===== src/rtl/cci_mpf_svc_vtp_req_funnel.sv =====
// Funnels VTP translation lookups from N_PORTS clients into one service channel,
// with per-port credit limits and tag-based routing of returned translations.
module cci_mpf_svc_vtp_req_funnel #(
  parameter int unsigned N_PORTS         = 4,
  parameter int unsigned VPAGE_WIDTH     = 36,
  parameter int unsigned PPAGE_WIDTH     = 32,
  parameter int unsigned MAX_OUTSTANDING = 8,
  parameter int unsigned TAG_WIDTH       = (N_PORTS > 1) ? $clog2(N_PORTS) : 1
) (
  input  logic                           clk,
  input  logic                           reset,
  input  logic [N_PORTS-1:0]             cl_req_valid,
  output logic [N_PORTS-1:0]             cl_req_rdy,
  input  logic [N_PORTS*VPAGE_WIDTH-1:0] cl_req_vpage,
  output logic                           lk_valid,
  input  logic                           lk_rdy,
  output logic [VPAGE_WIDTH-1:0]         lk_vpage,
  output logic [TAG_WIDTH-1:0]           lk_tag,
  input  logic                           rsp_valid,
  input  logic [TAG_WIDTH-1:0]           rsp_tag,
  input  logic [PPAGE_WIDTH-1:0]         rsp_ppage,
  input  logic                           rsp_error,
  output logic [N_PORTS-1:0]             cl_rsp_valid,
  output logic [PPAGE_WIDTH-1:0]         cl_rsp_ppage,
  output logic                           cl_rsp_error,
  output logic                           idle,
  output logic                           err_orphan_rsp
);

  localparam int unsigned CNT_W = $clog2(MAX_OUTSTANDING + 1);

  logic                   lk_valid_q, lk_valid_d;
  logic [VPAGE_WIDTH-1:0] lk_vpage_q, lk_vpage_d;
  logic [TAG_WIDTH-1:0]   lk_tag_q, lk_tag_d;
  logic [TAG_WIDTH-1:0]   ptr_q, ptr_d;
  logic [CNT_W-1:0]       cnt_q [N_PORTS];
  logic [CNT_W-1:0]       cnt_d [N_PORTS];
  logic [N_PORTS-1:0]     rsp_valid_q, rsp_valid_d;
  logic [PPAGE_WIDTH-1:0] rsp_ppage_q, rsp_ppage_d;
  logic                   rsp_error_q, rsp_error_d;
  logic                   orphan_q, orphan_d;

  logic                   can_load;
  logic                   found;
  logic [TAG_WIDTH-1:0]   grant_idx;
  logic [N_PORTS-1:0]     elig;
  logic [N_PORTS-1:0]     grant;
  logic [N_PORTS-1:0]     rsp_dec;
  logic [VPAGE_WIDTH-1:0] sel_vpage;
  logic                   cnt_zero;

  always_comb begin
    can_load  = !lk_valid_q || lk_rdy;
    found     = 1'b0;
    grant_idx = '0;
    elig      = '0;
    for (int unsigned i = 0; i < N_PORTS; i++)
      elig[i] = cl_req_valid[i] && (cnt_q[i] < CNT_W'(MAX_OUTSTANDING));
    // Round-robin as two linear scans: ports at/after the pointer, then wrap to the rest.
    for (int unsigned i = 0; i < N_PORTS; i++)
      if (!found && elig[i] && (TAG_WIDTH'(i) >= ptr_q)) begin
        found     = 1'b1;
        grant_idx = TAG_WIDTH'(i);
      end
    for (int unsigned i = 0; i < N_PORTS; i++)
      if (!found && elig[i]) begin
        found     = 1'b1;
        grant_idx = TAG_WIDTH'(i);
      end

    grant     = '0;
    rsp_dec   = '0;
    sel_vpage = '0;
    cnt_zero  = 1'b1;
    for (int unsigned i = 0; i < N_PORTS; i++) begin
      grant[i]   = can_load && found && (grant_idx == TAG_WIDTH'(i));
      rsp_dec[i] = rsp_valid && (rsp_tag == TAG_WIDTH'(i)) && (cnt_q[i] != '0);
      if (grant[i]) sel_vpage = cl_req_vpage[i*VPAGE_WIDTH +: VPAGE_WIDTH];
      cnt_d[i]   = cnt_q[i] + CNT_W'(grant[i]) - CNT_W'(rsp_dec[i]);
      if (cnt_q[i] != '0) cnt_zero = 1'b0;
    end

    lk_valid_d = lk_valid_q;
    lk_vpage_d = lk_vpage_q;
    lk_tag_d   = lk_tag_q;
    ptr_d      = ptr_q;
    if (can_load) lk_valid_d = found;
    if (can_load && found) begin
      lk_vpage_d = sel_vpage;
      lk_tag_d   = grant_idx;
      ptr_d      = (grant_idx == TAG_WIDTH'(N_PORTS - 1)) ? '0 : grant_idx + 1'b1;
    end

    rsp_valid_d = rsp_dec;
    rsp_ppage_d = (|rsp_dec) ? rsp_ppage : rsp_ppage_q;
    rsp_error_d = (|rsp_dec) ? rsp_error : rsp_error_q;
    orphan_d    = orphan_q || (rsp_valid && !(|rsp_dec));
  end

  always_ff @(posedge clk or negedge reset) begin
    if (!reset) begin
      lk_valid_q  <= 1'b0;
      lk_vpage_q  <= '0;
      lk_tag_q    <= '0;
      ptr_q       <= '0;
      rsp_valid_q <= '0;
      rsp_ppage_q <= '0;
      rsp_error_q <= 1'b0;
      orphan_q    <= 1'b0;
      for (int unsigned i = 0; i < N_PORTS; i++) cnt_q[i] <= '0;
    end else begin
      lk_valid_q  <= lk_valid_d;
      lk_vpage_q  <= lk_vpage_d;
      lk_tag_q    <= lk_tag_d;
      ptr_q       <= ptr_d;
      rsp_valid_q <= rsp_valid_d;
      rsp_ppage_q <= rsp_ppage_d;
      rsp_error_q <= rsp_error_d;
      orphan_q    <= orphan_d;
      for (int unsigned i = 0; i < N_PORTS; i++) cnt_q[i] <= cnt_d[i];
    end
  end

  assign cl_req_rdy     = grant;
  assign lk_valid       = lk_valid_q;
  assign lk_vpage       = lk_vpage_q;
  assign lk_tag         = lk_tag_q;
  assign cl_rsp_valid   = rsp_valid_q;
  assign cl_rsp_ppage   = rsp_ppage_q;
  assign cl_rsp_error   = rsp_error_q;
  assign err_orphan_rsp = orphan_q;
  assign idle           = !lk_valid_q && cnt_zero;

endmodule


===== config.mk =====
export PLATFORM = sky130hd
export DESIGN_NAME = cci_mpf_svc_vtp_req_funnel
export DESIGN_NICKNAME = d
export VERILOG_FILES = /design/src/rtl/cci_mpf_svc_vtp_req_funnel.sv
export SDC_FILE = /design/constraint.sdc
export NUM_CORES = 1
export LEC_CHECK = 0
export ABC_AREA = 1
export BUFFER_PORTS_ARGS = -buffer_cell sky130_fd_sc_hd__buf_2
export CAP_MARGIN = 25
export CORE_ASPECT_RATIO = 2
export CORE_UTILIZATION = 43
export DETAILED_ROUTE_END_ITERATION = 10
export HOLD_SLACK_MARGIN = 0.02
export PLACE_DENSITY_LB_ADDON = 0.12
export SLEW_MARGIN = 10
export SYNTH_ARGS = -nofsm -noshare
export SYNTH_HDL_FRONTEND = slang
export SYNTH_SLANG_ARGS = --single-unit

===== constraint.sdc =====
create_clock -name clk -period 4.12 [get_ports clk]
set_clock_uncertainty 0.05 [all_clocks]
set_input_delay 0.206 -clock clk [delete_from_list [all_inputs] [get_ports clk]]
set_output_delay 0.206 -clock clk [all_outputs]
set_load 0.03 [all_outputs]

-- Word level (Yosys, flattened, before mapping)
Cells that the tools add are included.
- flip-flop bits (word level): 95
- bits of input ports: 187
- output and inout bits: 82
- logic and storage cells: 107
- add/subtract/negate cells: 9
- $lt $le $gt $ge: 8
- equal/unequal tests: 6
- mux-type cells: 24
- reduce and logical (&&, ||, !) cells: 48
- operators with widths (cell ; count):
    2-to-1 mux 36 bit ; 4
    logical AND 1 bit ; 30
    adder 4 x 1 -> 4 bit ; 4
    less-than comparator 4 bit, second input constant ; 4
    nonzero test 4 bit ; 4
    subtractor 4 x 1 -> 4 bit ; 4
    2-to-1 mux 2 bit ; 7
    2-to-1 mux 1 bit ; 13
    logical NOT 1 bit ; 9
    equality test 2 bit, second input constant ; 4
    equality test 2 x 1 -> 1 bit, second input constant ; 2
    >= comparator 1 x 2 -> 1 bit, first input constant ; 2
    >= comparator 2 bit, first input constant ; 2
    logical NOT 2 bit ; 2
    OR reduction 4 bit ; 1
    adder 2 x 1 -> 2 bit, second input constant ; 1
    logical OR 1 bit ; 2

-- Logic depth before layout (Yosys ltp)
Gate-level depths: netlist of run 1.
- word-level depth: 34
- mapped depth: 20

-- Worst setup path after synthesis of run 1
No wires, ideal clock.
- path kind: register to register
- start point: register ptr_q[1]
- end point: register cnt_q[2] in the netlist's numbering
- library setup time: 0.123 ns
- arrival: 2.823 ns
- setup slack: 1.125 ns
- cell stages (with the launch flop): 17
- clock period less this slack: 2.995 ns
- path through: dfrtp_1 > nand3b_1 > nand2_1 > nor2_4 > nand3_2 > nand2_2 > buf_6 > buf_4 > ha_1 > clkinv_1 > nor2_1 > buf_4 > buf_2 > ha_1 > inv_1 > fa_1 > xnor2_1
- RTL lines (element ; RTL line ; source):
    from (decl) ; 35 ; logic [TAG_WIDTH-1:0] ptr_q, ptr_d;
    from (signal assigned) ; 115 ; ptr_q <= ptr_d;
    to (decl) ; 36 ; logic [CNT_W-1:0] cnt_q [N_PORTS];

-- Worst setup path in the final report of run 1
- start point: register ptr_q[1]
- end point: output cl_req_rdy[3]
- word-level cells in the longest chain between the ends: 29
- elaborated cells between the ends (all ways): 40
- ends and longest elaborated chain (element ; RTL line ; source):
    >= comparator 1 x 2 -> 1 bit ; 61 ; if (!found && elig[i] && (TAG_WIDTH'(i) >= ptr_q)) begin
    logical AND 1 bit ; 61 ;
    2-to-1 mux 1 bit ; 61 ;
    logical NOT 1 bit ; 61 ;
    logical AND 1 bit (2 in a row) ; 61 ;
    2-to-1 mux 1 bit ; 61 ;
    logical NOT 1 bit ; 61 ;
    logical AND 1 bit (2 in a row) ; 61 ;
    [... 11 more ...] ; - ;
    logical NOT 1 bit ; 66 ; if (!found && elig[i]) begin
    logical AND 1 bit ; 66 ;
    2-to-1 mux 1 bit ; 66 ;
    logical NOT 1 bit ; 66 ;
    logical AND 1 bit ; 66 ;
    2-to-1 mux 2 bit or 2-to-1 mux 1 bit (tied branches) ; 66 ;
    equality test 2 bit or logical AND 1 bit (tied branches) ; 76 ; grant[i] = can_load && found && (grant_idx == TAG_WIDTH'(i));
    logical AND 1 bit (*) ; 76 ;
    to (decl) ; 13 ; output logic [N_PORTS-1:0] cl_req_rdy,
Every way passes the cells marked *; elsewhere a longest branch is shown, timed or not.

==> metrics.md, run 1 <==
| Metric | Value |
|---|---|
| Dpl hpwl | 12.82 mm |
| Hold path cells | 3 |
| Fmax | approximately 0.3 GHz |
| Leakage | 4.323 nW |
| Syn nets | 975 |
| Post-Synthesis Cells | 762 |
| Largest net degree at the start of global routing | 71 |
| Setup violation total in the final timing report | 0 |
| Bufs and invs on worst path | 3 |
| Pre-CTS setup slack | between 900 and 1000 ps |
| Final wirelength | 16.76 mm |
| Initial Utilization | 43.83% |
| TritonCTS Sinks | 95 |
| Mapped Area | 5662 µm² |
| Post-cts resize count | 0 |
| CP Launch Type | register |
| Worst Tran Pin Value | 897.0 ps |
| Final hold vios | 0 |
| Core ar. | 12920 µm² |
| Synth top area share | 41.99% |
| Crit path max-delay family | simple AND/OR/NAND/NOR gates |
| EDFF count, synth | 0 |
| Reg2Reg Capture Point | cnt_q[13]$_DFF_PN0_ |
| Status | finished, final reports clean |
| WL/cell | 14.27 µm |
| Most frequent cells in the layout | buf_2 (267), nand2_1 (211), dfrtp_1 (95) |
| Peak supply drop | 0.5172 mV |
| Worst Setup End Kind | output pin |
| Nets | 1229 |
| Library cells used by synthesis | 31 |
| R2R Path Start | ptr_q[1]$_DFFE_PN0P_ |
| Min Tclk post-route | 3316 ps |
| Ys async rst share | 100.0% |
| DRT antenna net count | 0 |
| Setup CP Type | register to output pin |
| Buffers on Ports | between 200 and 300 |
| CP max stage delay | 470 ps |
| Synthesis Warnings | 0 |
| Pwr per Cell Area | 790.8 nW/µm² |
| Cell Chain, Critical Path | nand3b_1, nand2_1, nor2_4, nand3_2, nand2_2, ha_1, clkinv_1, nor2_4, buf_4, buf_2 |
| Overflow after GRT | 0 |
| Post-DP Area | 7005 µm² |
| Later-pin clock latency in the skew report | 340 ps |
| Worst-path clk slew | 70 ps |
| Worst r2r path cells | 13 |
| Post-synth top flop | dfrtp_1 |
| Placed cell count | roughly 1100 |
| Remaining DRCs | 0 |
| H-tree levels | 3 |
| First-pass DRT Iterations | 4 |
| Hold WC Path Type | input pin to register |
| Relative slew slack | 40.20% |
| Slew Viols, Final | 0 |
| Post-Layout Inst Area | 7416 µm² |
| Clk root buf | clkbuf_16 |
| Fin crit share | 80.49% |
| Reg2reg setup slack | 970 ps |
| Area Overhead vs Synth | 30.98% |
| Std-Cell Rows | 59 |
| Initial antenna violation count | 2 |
| Worst path depth | 10 |
| Synth Register Bits | 95 |
| Most common cell on crit path | nor2_4 |
| Commonest non-fill, non-tap cell in the layout | buf_2 |
| Register area share after synthesis | between 40% and 50% |
| Die area | 13660 µm² |
| Hold path startpoint | cl_req_vpage[143] |
| Yosys top cell by area | dfrtp_1 |
| Gpl congestion | ~0.9 |
| Setup TNS | 0 ps |
| Vias | around 5800 |
| Layout cells sized above 1 | 30.85% |
| Die H | around 160 µm |
| RSZ-0062 raised after global routing | no |
| Crit-path slowest cell | nor2_4 |
| I/O Pins | 269 |
| Worst hold path endpoint | lk_vpage[35]$_DFFE_PN0P_ |
| Avg Cell Area, Syn | 7.430 µm² |
| WP data arrival | 3060 ps |
| DR iter-0 viols | ~200 |
| Max-cap violations | 0 |
| DR vias/cell | 4.917 |
| Final setup margin | 803.6 ps |
| Data required time of the worst path | between 3000 and 4000 ps |
| Clock buffer depth | 2 |
| Vias in the first global route | roughly 5700 |
| CP Max Fanout | 27 |
| Global-route wire length before repair | 26.98 mm |
| Number of CTS-inserted buffers | 9 |
| GRT Total Usage | 24.98% |
| DIE WIDTH | 83.14 µm |
| Non-filler cells, final | 1175 |
| TritonCTS clock tree | built |
| Synth area leaders | dfrtp_1 (42%), nand2_1 (14%), nand3_1 (8.0%) |
## power breakdown
group	total (mW)	switching [mW]	leakage (nW)	internal [mW]
logic	3.54	2.40	3.01	1.14
clock network	0.811	0.389	0.144	0.422
registers	1.52	0.189	1.17	1.33
total	5.86	2.98	4.32	2.88
## routing by layer
| metal | track usage (%) | share of wire, % | vias up |
|---|---|---|---|
| met3 | 5.276 | 5.3 | 31 |
| met4 | 11.05 | 2.6 | 0 |
| met1 | 25.73 | 36 | 2607 |
| met5 | 0 | 0 | - |
| met2 | 47.80 | 56 | 210 |
| li1 | - | - | 2929 |
## cell type report
cell class	instances	area, µm²
Clock inverter	7	62.56
Multi-Input combinational cell	524	2649
Timing Repair Buffer	288	1536
Sequential cell	95	2377
Tap cell	152	190.2
Inverter	98	370.4
Antenna cell	2	5.005
Clock buffer	9	225.2
Fill cell	1313	5503
## cell usage after synthesis, types with 2 or more instances
library cell and instances:
nand4_1 37, buf_6 9, nand2_2 4, nand3_1 90, buf_1 2, xnor2_1 7
nand3_2 3, ha_1 22, o21ai_1 3, inv_1 91, buf_2 21, buf_4 5
fa_1 4, nor2_1 79, nor3_1 3, nand2_1 211, clkinv_1 2, a21oi_1 20
inv_2 4, clkbuf_1 8, o21ai_0 31, nor2_4 3, dfrtp_1 95
## state kept, by name, indices dropped and copies added (netlist names)
signal / cells
cl_rsp_error: 1
cl_rsp_ppage: 32
cl_rsp_valid: 4
cnt_q: 16
err_orphan_rsp: 1
lk_tag: 2
lk_valid: 1
lk_vpage: 36
ptr_q: 2
## worst min-delay path, stage by stage
cell     delay [ps]
buf_2            80
nand2_1          40
nand3_1          60
## worst max-delay path by stage
stage / from / end
6_report: ptr_q[1]$_DFFE_PN0P_ / cl_req_rdy[3]
5_1_grt: ptr_q[0]$_DFFE_PN0P_ / cl_req_rdy[3]
4_1_cts: ptr_q[1]$_DFFE_PN0P_ / cl_req_rdy[3]
3_5_place_dp: cnt_q[15]$_DFF_PN0_ / lk_vpage[5]$_DFFE_PN0P_
3_3_place_gp: cnt_q[15]$_DFF_PN0_ / cnt_q[13]$_DFF_PN0_
2_1_floorplan: ptr_q[1]$_DFFE_PN0P_ / cnt_q[2]$_DFF_PN0_
## timing repair
item,CTS,global route
hold buffers,9,0
buffers inserted,0,0
endpoints found under the hold margin,77,0
## per-stage QoR
step,power (mW),hold slack (ps),util [%]
4_1_cts,5.907,20.92,57.15
2_1_floorplan,4.233,-139.6,-
3_3_place_gp,5.019,327.2,54.23
6_report,5.865,32.23,57.40
3_5_place_dp,5.069,331.7,54.23
5_1_grt,6.419,32.57,57.40
## logic make-up after synthesis
kind of cell,Yosys count,share of synthesized area [%]
XOR/XNOR,8,1.238
AND/OR/NAND/NOR,435,34.08
adder cells (fa/ha/maj),26,6.276
AO/OA/AOI/OAI,55,4.906
flip-flops,95,41.99
buffers and inverters,143,11.51
Power figures use the tool's default switching activity.
==> run 2: changes to the inputs <==
- clock period: 4.12 -> 3 ns (I/O delays scaled with it)
==> run 2 against run 1 <==
Non-clock buffer count grew 47. Hold slack lost 5.0 ps. Global-route usage grew 0.25 points. Final cell count grew 3.8%. Utilization grew 3.4 points. Worst setup slack lost 520 ps. Total power grew 39%. First-iteration DRC count shrank 1.5%. Clock power grew 39%. Sequential power grew 36%. Largest power group unchanged.
==> metrics.md, run 2 (synthesis results as in run 1) <==
| Metric | Value |
|---|---|
| H-tree levels | 3 |
| Vias | 5989 |
| Setup violation total in the final timing report | 0 |
| RSZ-0062 raised after global routing | no |
| Max-cap violations | 0 |
| Worst Setup End Kind | output pin |
| Gpl congestion | 0.8318 |
| Number of CTS-inserted buffers | 9 |
| Core ar. | 12920 µm² |
| Later-pin clock latency in the skew report | 340 ps |
| Buffers on Ports | 268 |
| Peak supply drop | 0.6576 mV |
| WHS | 27.22 ps |
| Reg2reg setup slack | 510 ps |
| Min Tclk post-route | 2721 ps |
| Leakage | about 4.5 nW |
| Postcts setup bufs | 0 |
| Initial Utilization | 43.83% |
| Fin crit share | 90.69% |
| Fill cells | 1244 |
| TritonCTS clock tree | built |
| Final wirelength | ~17 mm |
| Hold path cells | 3 |
| WL/cell | between 10 and 15 µm |
| Largest register FFs | 36 |
| I/O Pins | ~270 |
| First-pass DRT Iterations | 4 |
| Std-Cell Rows | 59 |
| Vias in the first global route | 5926 |
| DRT antenna net count | 0 |
| Clock buffer depth | 2 |
| TritonCTS Sinks | 95 |
| Cell Chain, Critical Path | nand3b_1, nand2_1, nor2_4, nand3_2, nand2_2, ha_1, clkinv_1, nor2_4, buf_6, buf_2 |
| Worst Tran Pin Value | between 800 and 900 ps |
| Setup CP Type | register to output pin |
| Overflow after GRT | 0 |
| Pwr per Cell Area | 1037 nW/µm² |
| Clk root buf | clkbuf_16 |
| Largest net degree at the start of global routing | 68 |
| GRT Total Usage | between 20% and 30% |
| Most common cell on crit path | nor2_4 |
| CP max stage delay | 390 ps |
| Worst-path clk slew | approximately 70 ps |
| Register Area | 2377 µm² |
| Die area | 13660 µm² |
| Multi-input logic area | around 2600 µm² |
| Number of diodes | 0 |
| Status | finished, final reports clean |
| Dpl hpwl | 12.61 mm |
| Crit-path slowest cell | dfrtp_1 |
| Area Overhead vs Synth | 38.83% |
| Slew Viols, Final | 0 |
| DR iter-0 viols | 198 |
| Relative slew slack | about 43% |
| DR vias/cell | 4.909 |
| CP Launch Type | register |
| Remaining DRCs | 0 |
| Data required time of the worst path | between 2000 and 3000 ps |
| Initial antenna violation count | 0 |
| Worst r2r path cells | 12 |
| Global-route wire length before repair | between 20 and 30 mm |
| Hold WC Path Type | input pin to register |
| Setup TNS | 0 ps |
| Most frequent cells in the layout | buf_2 (267), nand2_1 (211), dfrtp_1 (95) |
| Commonest non-fill, non-tap cell in the layout | buf_2 |
| Fmax | 0.3676 GHz |
| Die H | between 150 and 200 µm |
| CP Max Fanout | 57 |
| WP data arrival | ~2500 ps |
| Layout cells sized above 1 | 30.24% |
| DIE WIDTH | 83.14 µm |
| Nets | approximately 1300 |
| Final hold vios | 0 |
run 2: cell count changes in the layout (fill, tap and decap cells not counted):
cell / before / now
buf_12: 0 / 1
buf_6: 0 / 1
diode_2: 2 / 0
dlygate4sd3_1: 9 / 48
buf_4: 11 / 18
clkinv_4: 3 / 2
buf_16: 1 / 0
inv_8: 2 / 3
run 2: final cells by class:
cell class | instances | area share (%)
multi-input combinational | 524 | 33.70
clock buffer | 9 | 2.865
clock inverter | 7 | 0.8278
timing repair buffer | 335 | 25.23
inverter | 98 | 4.712
tap | 152 | 2.420
sequential | 95 | 30.25
run 2: worst max-delay path, delay by kind of cell, from the launching register on:
| family | cells | cell delay, ps |
|---|---|---|
| flip-flops | 1 | 390 |
| adder cells (fa/ha/maj) | 1 | 200 |
| AND/OR/NAND/NOR | 6 | 840 |
| buffers and inverters | 3 | 740 |
run 2: per-layer routing:
| metal | wire length (µm) | share of wire (%) | vias to the layer above | global-route usage (%) |
|---|---|---|---|---|
| met5 | 0 | 0 | - | 0 |
| met3 | 988 | 5.9 | 41 | 5.327 |
| li1 | - | - | 3016 | - |
| met4 | 639 | 3.8 | 0 | 11.99 |
| met2 | 9045 | 54 | 219 | 48.06 |
| met1 | 6100 | 36 | 2713 | 25.82 |
run 2: path summary, 6_finish.rpt:
kind / start / end
min in group asynchronous: reset / cl_rsp_ppage[11]$_DFFE_PN0P_
worst min register to register: err_orphan_rsp$_DFF_PN0_ / err_orphan_rsp$_DFF_PN0_
worst min-delay path: rsp_ppage[23] / cl_rsp_ppage[23]$_DFFE_PN0P_
worst max register to register: ptr_q[1]$_DFFE_PN0P_ / cnt_q[14]$_DFF_PN0_
worst max-delay path: ptr_q[1]$_DFFE_PN0P_ / cl_req_rdy[3]
max in group asynchronous: reset / cnt_q[3]$_DFF_PN0_
run 2: metrics by stage:
stage / cell area [µm²] / utilization (%) / total power [mW] / setup WS, ps / std cells
after CTS: 7846 / 60.74 / 8.237 / 120.7 / 1219
after detailed placement: 7086 / 54.85 / 7.030 / 509.1 / 1156
after global placement: 7086 / 54.85 / 6.953 / 546.5 / 1156
after global routing: 7860 / 60.84 / 8.907 / 82.85 / 1220
final: 7860 / 60.84 / 8.148 / 279.4 / 1220
after floorplan: 5662 / - / 5.813 / 4.757 / 762
run 2: power by group:
group	switching (mW)	internal [mW]
Sequential	0.247	1.82
Combinational	3.31	1.64
Clock	0.541	0.585
Total	4.10	4.05
run 2: timing repair:
| item | in CTS | in global routing |
|---|---|---|
| hold endpoints to repair | 89 | 1 |
| resized for setup | 0 | 1 |
| hold buffers | 47 | 1 |
| endpoints found under the setup margin | 0 | 1 |
==> run 3: changes to the inputs <==
- MAX_ROUTING_LAYER: default -> met4
==> run 3 against run 2 <==
Global-route usage up 0.70 points. Via count increased by 0.40%. Critical path depth stayed put. Sequential cell count is the same. Non-clock buffer count stayed put. Sequential power about the same. Cell area stayed put. Routed wire length about the same. Total power about the same. Utilization is the same. Final cell count did not move. First-iteration DRC count is 12% higher.
==> metrics.md, run 3 (synthesis results as in run 1) <==
| Metric | Value |
|---|---|
| Clk root buf | clkbuf_16 |
| DRT antenna net count | 0 |
| Cell Chain, Critical Path | nand3b_1, nand2_1, nor2_4, nand3_2, nand2_2, ha_1, clkinv_1, nor2_4, buf_6, buf_2 |
| Worst Tran Pin Value | about 870 ps |
| CP Launch Type | register |
| Layout cells sized above 1 | 30.24% |
| Die area | 13660 µm² |
| Most frequent cells in the layout | buf_2 (267), nand2_1 (211), dfrtp_1 (95) |
| Status | finished, final reports clean |
| R2R Path Start | ptr_q[1]$_DFFE_PN0P_ |
| Largest net degree at the start of global routing | between 60 and 70 |
| Pwr per Cell Area | 1036 nW/µm² |
| Fin crit share | roughly 91% |
| Setup violation total in the final timing report | 0 |
| Crit path max-delay family | simple AND/OR/NAND/NOR gates |
| I/O Pins | around 270 |
| Worst hold path endpoint | cl_rsp_ppage[23]$_DFFE_PN0P_ |
| Overflow after GRT | 0 |
| Final wirelength | about 17 mm |
| Pre-CTS setup slack | 509.1 ps |
| CP max stage delay | 390 ps |
| Final hold vios | 0 |
| Hold WC Path Type | input pin to register |
| Remaining DRCs | 0 |
| Final core occ | 60.84% |
| Crit-path slowest cell | dfrtp_1 |
| Non-filler cells, final | 1220 |
| Post-Layout Inst Area | 7860 µm² |
| Nets | 1276 |
| Initial antenna violation count | 0 |
| Fmax | 0.3676 GHz |
| Reg2Reg Capture Point | cnt_q[14]$_DFF_PN0_ |
| Buffers on Ports | 268 |
| Reg2reg setup slack | roughly 510 ps |
| DR vias/cell | 4.929 |
| Cell Int Power | 4.046 mW |
| Setup CP Type | register to output pin |
| Die H | 164.3 µm |
| WHS | 24.05 ps |
| First-pass DRT Iterations | 6 |
| Later-pin clock latency in the skew report | roughly 350 ps |
| Slew Viols, Final | 0 |
| CP Max Fanout | 57 |
| Leakage | 4.523 nW |
| Most common cell on crit path | nor2_4 |
| Number of CTS-inserted buffers | 9 |
| RSZ-0062 raised after global routing | no |
| Bufs and invs on worst path | 3 |
| Min Tclk post-route | 2721 ps |
| DIE WIDTH | 83.14 µm |
| Setup TNS | 0 ps |
| Max-cap violations | 0 |
| Dpl hpwl | 12.61 mm |
| Total power | roughly 8.1 mW |
| WP data arrival | between 2000 and 3000 ps |
| Global-route wire length before repair | roughly 27 mm |
| TritonCTS Sinks | 95 |
| Gpl congestion | about 0.84 |
| WL/cell | 13.74 µm |
| Worst Setup End Kind | output pin |
| Vias in the first global route | 5950 |
| DR iter-0 viols | 222 |
| Commonest non-fill, non-tap cell in the layout | buf_2 |
| Relative slew slack | 41.88% |
| GRT Total Usage | 25.93% |
| Switching share of power | 50.33% |
| Vias | 6013 |
| Core ar. | 12920 µm² |
| Hold path startpoint | rsp_ppage[23] |
| Data required time of the worst path | 2800 ps |
| Hold path cells | 3 |
| Placed cell count | 1156 |
| H-tree levels | 3 |
| Std-Cell Rows | 59 |
| Worst-path clk slew | 70 ps |
| Clock buffer depth | 2 |
| Sequential Power Share | 25.4% |
| Post-DP Area | 7086 µm² |
| Number of diodes | 0 |
| Power share of the clock group | 13.9% |
| Net Sw Power | 4.100 mW |
| Final setup margin | 279.4 ps |
| Worst r2r path cells | 12 |
| Peak supply drop | 0.6573 mV |
| Largest register FFs | 36 |
| Area Overhead vs Synth | 38.83% |
| Combinational cell fraction of total power | 60.8% |
| Initial Utilization | 43.83% |
| TritonCTS clock tree | built |
-- run 3: layer usage --
layer	global-route usage (%)	wire (µm)
met5	-	0
met4	12.70	661
met2	47.99	9074
met1	26.40	6158
met3	3.920	872
-- run 3: cell type report --
class / instances / area [µm²]
tap: 152 / 190.2
inverter: 98 / 370.4
multi-input combinational: 524 / 2649
clock inverter: 7 / 65.06
sequential: 95 / 2377
fill: 1244 / 5059
clock buffer: 9 / 225.2
timing repair buffer: 335 / 1983
-- run 3: how the worst max path moves through the flow --
stage / startpoint / end / slack (ps) / cells past startpoint
3_5_place_dp: ptr_q[1]$_DFFE_PN0P_ / cl_req_rdy[3] / 510 / 10
3_3_place_gp: ptr_q[1]$_DFFE_PN0P_ / cl_req_rdy[3] / 550 / 11
6_report: ptr_q[1]$_DFFE_PN0P_ / cl_req_rdy[3] / 280 / 10
2_1_floorplan: ptr_q[1]$_DFFE_PN0P_ / cnt_q[2]$_DFF_PN0_ / 5 / 16
5_1_grt: ptr_q[1]$_DFFE_PN0P_ / cl_req_rdy[3] / 80 / 10
4_1_cts: ptr_q[1]$_DFFE_PN0P_ / cl_req_rdy[3] / 120 / 10
-- run 3: worst register-to-register path, cell delays in order, from the launching register on --
cell and delay [ps]:
dfrtp_1 390, nand3b_1 170, nand2_1 100, nor2_4 120, nand3_2 80, nand2_2 230, inv_2 100, ha_1 230
inv_1 90, nor2_4 50, ha_1 220, fa_1 380, xor2_1 170
-- run 3: power groups by stage --
| stage | registers [mW] | logic [mW] | clock network (mW) |
|---|---|---|---|
| after CTS | 2.07 | 5.01 | 1.15 |
| final | 2.07 | 4.95 | 1.13 |
| after detailed placement | 2.09 | 4.94 | 0 |
| after global placement | 2.08 | 4.88 | 0 |
| after global routing | 2.13 | 5.56 | 1.22 |
| after floorplan | 2.81 | 3.00 | 0 |
-- run 3: timing repair --
action                                 in CTS  in global routing
setup endpoints to repair                   0                  1
endpoints found under the hold margin      89                  1
resized for setup                           0                  1
hold buffers                               47                  1
setup buffers                               0                  0
